File: src/rtl/nap_stream_pkg.sv
// rtl/nap_stream_pkg.sv - shared LFSR, lane rule and ID types for the NAP stream sender/checker
package nap_stream_pkg;

  // Galois feedback mask for x^32+x^22+x^2+x+1, right-shifting form
  localparam logic [31:0] LFSR32_TAPS = 32'h8020_0003;

  typedef logic [3:0] src_id_t;

  // Checker FSM encoding
  localparam logic [1:0] ST_IDLE     = 2'd0;
  localparam logic [1:0] ST_WAIT_SOP = 2'd1;
  localparam logic [1:0] ST_IN_PKT   = 2'd2;

  // One Galois step; sender and checker must use the same function to stay in lockstep
  function automatic logic [31:0] lfsr32_next(input logic [31:0] cur);
    lfsr32_next = {1'b0, cur[31:1]} ^ (cur[0] ? LFSR32_TAPS : 32'h0);
  endfunction

  // Each 32-bit lane carries the LFSR word XORed with its lane number
  function automatic logic [31:0] lane_word(input logic [31:0] lfsr, input logic [7:0] lane);
    lane_word = lfsr ^ {24'h0, lane};
  endfunction

endpackage

File: src/rtl/lfsr32_gen.sv
// rtl/lfsr32_gen.sv - 32-bit Galois LFSR with seed load and advance enable
module lfsr32_gen
  import nap_stream_pkg::*;
#(
  parameter logic [31:0] SEED = 32'hACE1_2D22
) (
  input  logic        i_clk,
  input  logic        i_reset_n,
  input  logic        i_load,
  input  logic        i_advance,
  output logic [31:0] o_value
);

  // Reload takes priority over advance so a restart always begins at the seed
  always_ff @(posedge i_clk or negedge i_reset_n) begin
    if (!i_reset_n) begin
      o_value <= SEED;
    end else if (i_load) begin
      o_value <= SEED;
    end else if (i_advance) begin
      o_value <= lfsr32_next(o_value);
    end
  end

endmodule

File: config.mk
export PLATFORM = sky130hd
export DESIGN_NAME = lfsr32_gen
export DESIGN_NICKNAME = d
export VERILOG_FILES = /design/src/rtl/nap_stream_pkg.sv /design/src/rtl/lfsr32_gen.sv
export SDC_FILE = /design/constraint.sdc
export NUM_CORES = 1
export LEC_CHECK = 0
export ABC_AREA = 1
export CAP_MARGIN = 20
export CORE_AREA = 3 3 65 67
export CTS_BUF_LIST = sky130_fd_sc_hd__clkbuf_4 sky130_fd_sc_hd__clkbuf_8
export DETAILED_ROUTE_END_ITERATION = 12
export DIE_AREA = 0 0 68 70
export GPL_ROUTABILITY_DRIVEN = 0
export GPL_TIMING_DRIVEN = 0
export PLACE_DENSITY_LB_ADDON = 0.15
export SYNTH_ARGS = -nofsm -noshare
export SYNTH_HDL_FRONTEND = slang
export SYNTH_SLANG_ARGS = --single-unit
File: constraint.sdc
create_clock -name i_clk -period 1.8 [get_ports i_clk]
set_input_delay 0.18 -clock i_clk [delete_from_list [all_inputs] [get_ports i_clk]]
set_output_delay 0.18 -clock i_clk [all_outputs]
set_load 0.02 [all_outputs]
==> run summary <==
DRC Markers = 0
CP arrival = 1.44 ns
Cell Area, Synth = 1300 um2
Most frequent cells in the layout = 34 x clkdlybuf4s50_1, 30 x nand2_1, 23 x o21ai_0
Hold Vio Cnt, Final = 0
CTS Buffer Depth = 2
Commonest non-fill, non-tap cell in the layout = clkdlybuf4s50_1
FILL cells = 371
Worst Path Buf+Inv = 1
CTS tree = done
Largest regs = o_value: 32 flops
Largest net degree at the start of global routing = 20
H-tree depth = 2
Unrepaired setup endpoints after global routing = false
PortBufs = 34
Post-route cell area = 1820 um2
Actual slew at the worst max-slew pin = 0.756 ns
Fin. max-slew vios = 0
Xor/xnor share of the synthesized area = 0
Final antenna-violating net count = 0
Maxcap violations = 0
GRT Util Overall = 0.151
Vias in the first global route = 1083
Dpl hpwl = 2210 um
Largest Register = o_value
Distinct cells, synth = 14
Clock transition at path regs = 0.07 ns
Slowest stage delay, CP = 0.60 ns
CTS Hold Buffers Added = 0
CP delay by family, top = buffers and inverters
Worst path cell trace = clkdlybuf4s50_1
Slowest-stage cell, CP = clkdlybuf4s50_1
Post-Synth Adder-Cell Area = 0
Peak supply drop = 0.461 mV
CTS sink count = 32
Mapped Cells = 137
Fmax = 618 MHz
Post-synthesis compound-gate area fraction = 0.131
# IOs = 36
YS warnings = 0
Placed cell areas = 1730 um2
Final Non-Filler Cells = 228
Post-synthesis mux area share = 0
First-pass DRT Iterations = 4
Post-layout util = 0.493
Critical Path RT = 1.62 ns
Die width = 68 um
FP Rows = 22
DR vias/cell = 4.86
Critical Path Sink Type = output pin
CTS root buffer = clkbuf_8
Antenna violations before repair = 0
Total Routed Length = 3160 um
Clock Skews = 0.00697 ns
Final worst-path cycle share = 0.899
Nets = 183
Placeable Area = 3690 um2
Placed insts = 220
Drt first-iter violations = 74
Clk_lat worst skew = 0.28 ns
Leakage = 0.831 nW
Postcts setup bufs = 0
TritonCTS Buffers = 5
Largest register FFs = 32
Synth-to-Final Area Change = 40.1%
Die height = 70 um
CP max FO = 3
Starting density of the core = 0.352
Largest family of logic cells by synthesized area = simple AND/OR/NAND/NOR gates
Simple-gate share of the synthesized area = 0.163
Final Critical Period = 1.62 ns
GRT overflow = 0
Syn avg cell area = 9.47 um2
Worst slew margin = 0.494
First-pass GRT wire length = 5330 um
Hold Path Class = in2reg
Yosys reg bits = 32
Worst Path Class, Setup = reg2out
Drt wl/cell = 13.9 um
PostCTS Resize Cnt = 0
Status = finished, final reports clean
Share of layout cells above drive strength 1 = 0.189
Vias = 1107
Diodes inserted = 0
Seq/Total Area, Yosys = 0.631
Syn Nets = 141
Setup-failing EPs final = 0
Die Area = 4760 um2
Crit path launch type = flop
Pwr Density = 921 nW/um2
## report_power, final
group          leakage, nW  internal, mW  total, mW  switching (mW)
sequential           0.388         0.786      0.821          0.0348
combinational        0.392         0.125      0.288           0.163
clock               0.0510         0.305      0.566           0.261
## path summary, 6_finish.rpt
path | start | to | slack (ns) | cells after the start
max | o_value[23] | o_value[23] | 0.18 | 1
min | i_advance | o_value[31] | 0.21 | 3
max reg2reg | o_value[1] | o_value[0] | 0.94 | 4
min reg2reg | o_value[13] | o_value[13] | 0.50 | 2
max in group asynchronous | i_reset_n | o_value[31] | 0.82 | 2
min in group asynchronous | i_reset_n | o_value[14] | 0.34 | 1
## per-layer routing
layer  vias up  track usage  wire length [um]
met5         -            0                 0
met4         0       0.0464                37
met3         6       0.0531               190
met2        37        0.214              1460
met1       542        0.213              1470
li1        522            -                 -
## cells in the mapped netlist
| master | count | area [um2] |
|---|---|---|
| a21oi_1 | 11 | 55.1 |
| buf_2 | 3 | 15.0 |
| buf_4 | 3 | 22.5 |
| buf_6 | 1 | 11.3 |
| dfrtp_1 | 18 | 450 |
| dfstp_2 | 14 | 368 |
| inv_1 | 11 | 41.3 |
| inv_2 | 2 | 7.51 |
| nand2_1 | 30 | 113 |
| nand2_2 | 1 | 6.26 |
| nand3_1 | 8 | 40.0 |
| nor2_1 | 11 | 41.3 |
| nor2_4 | 1 | 11.3 |
| o21ai_0 | 23 | 115 |
## layout make-up
cell class | count | area [um2] | area share
well taps | 48 | 60.1 | 0.0330
flip-flops and latches | 32 | 818 | 0.450
inverters | 13 | 48.8 | 0.0268
plain buffers | 7 | 48.8 | 0.0268
clock buffers | 6 | 82.6 | 0.0454
clock inverters | 2 | 10.0 | 0.00551
repair buffers | 35 | 368 | 0.202
multi-input cells | 85 | 382 | 0.210
## cells by family (layout without fill, tap and decap cells)
family / Yosys count / count (layout)
and+or+nand+nor: 51 / 51
AOI/OAI and AO/OA: 34 / 34
DFF: 32 / 32
buffers and inverters: 20 / 63
## per-stage QoR
step / hold slack [ns] / total power [mW] / setup slack [ns] / TNS [ns]
after detailed placement: 0.492 / 1.13 / 0.446 / 0
after global routing: 0.214 / 1.77 / 0.146 / 0
final: 0.206 / 1.67 / 0.182 / 0
after floorplan: -0.116 / 0.971 / 0.908 / 0
after global placement: 0.489 / 1.11 / -0.0124 / -0.201
after CTS: 0.206 / 1.70 / 0.163 / 0
Power figures use the tool's default switching activity.
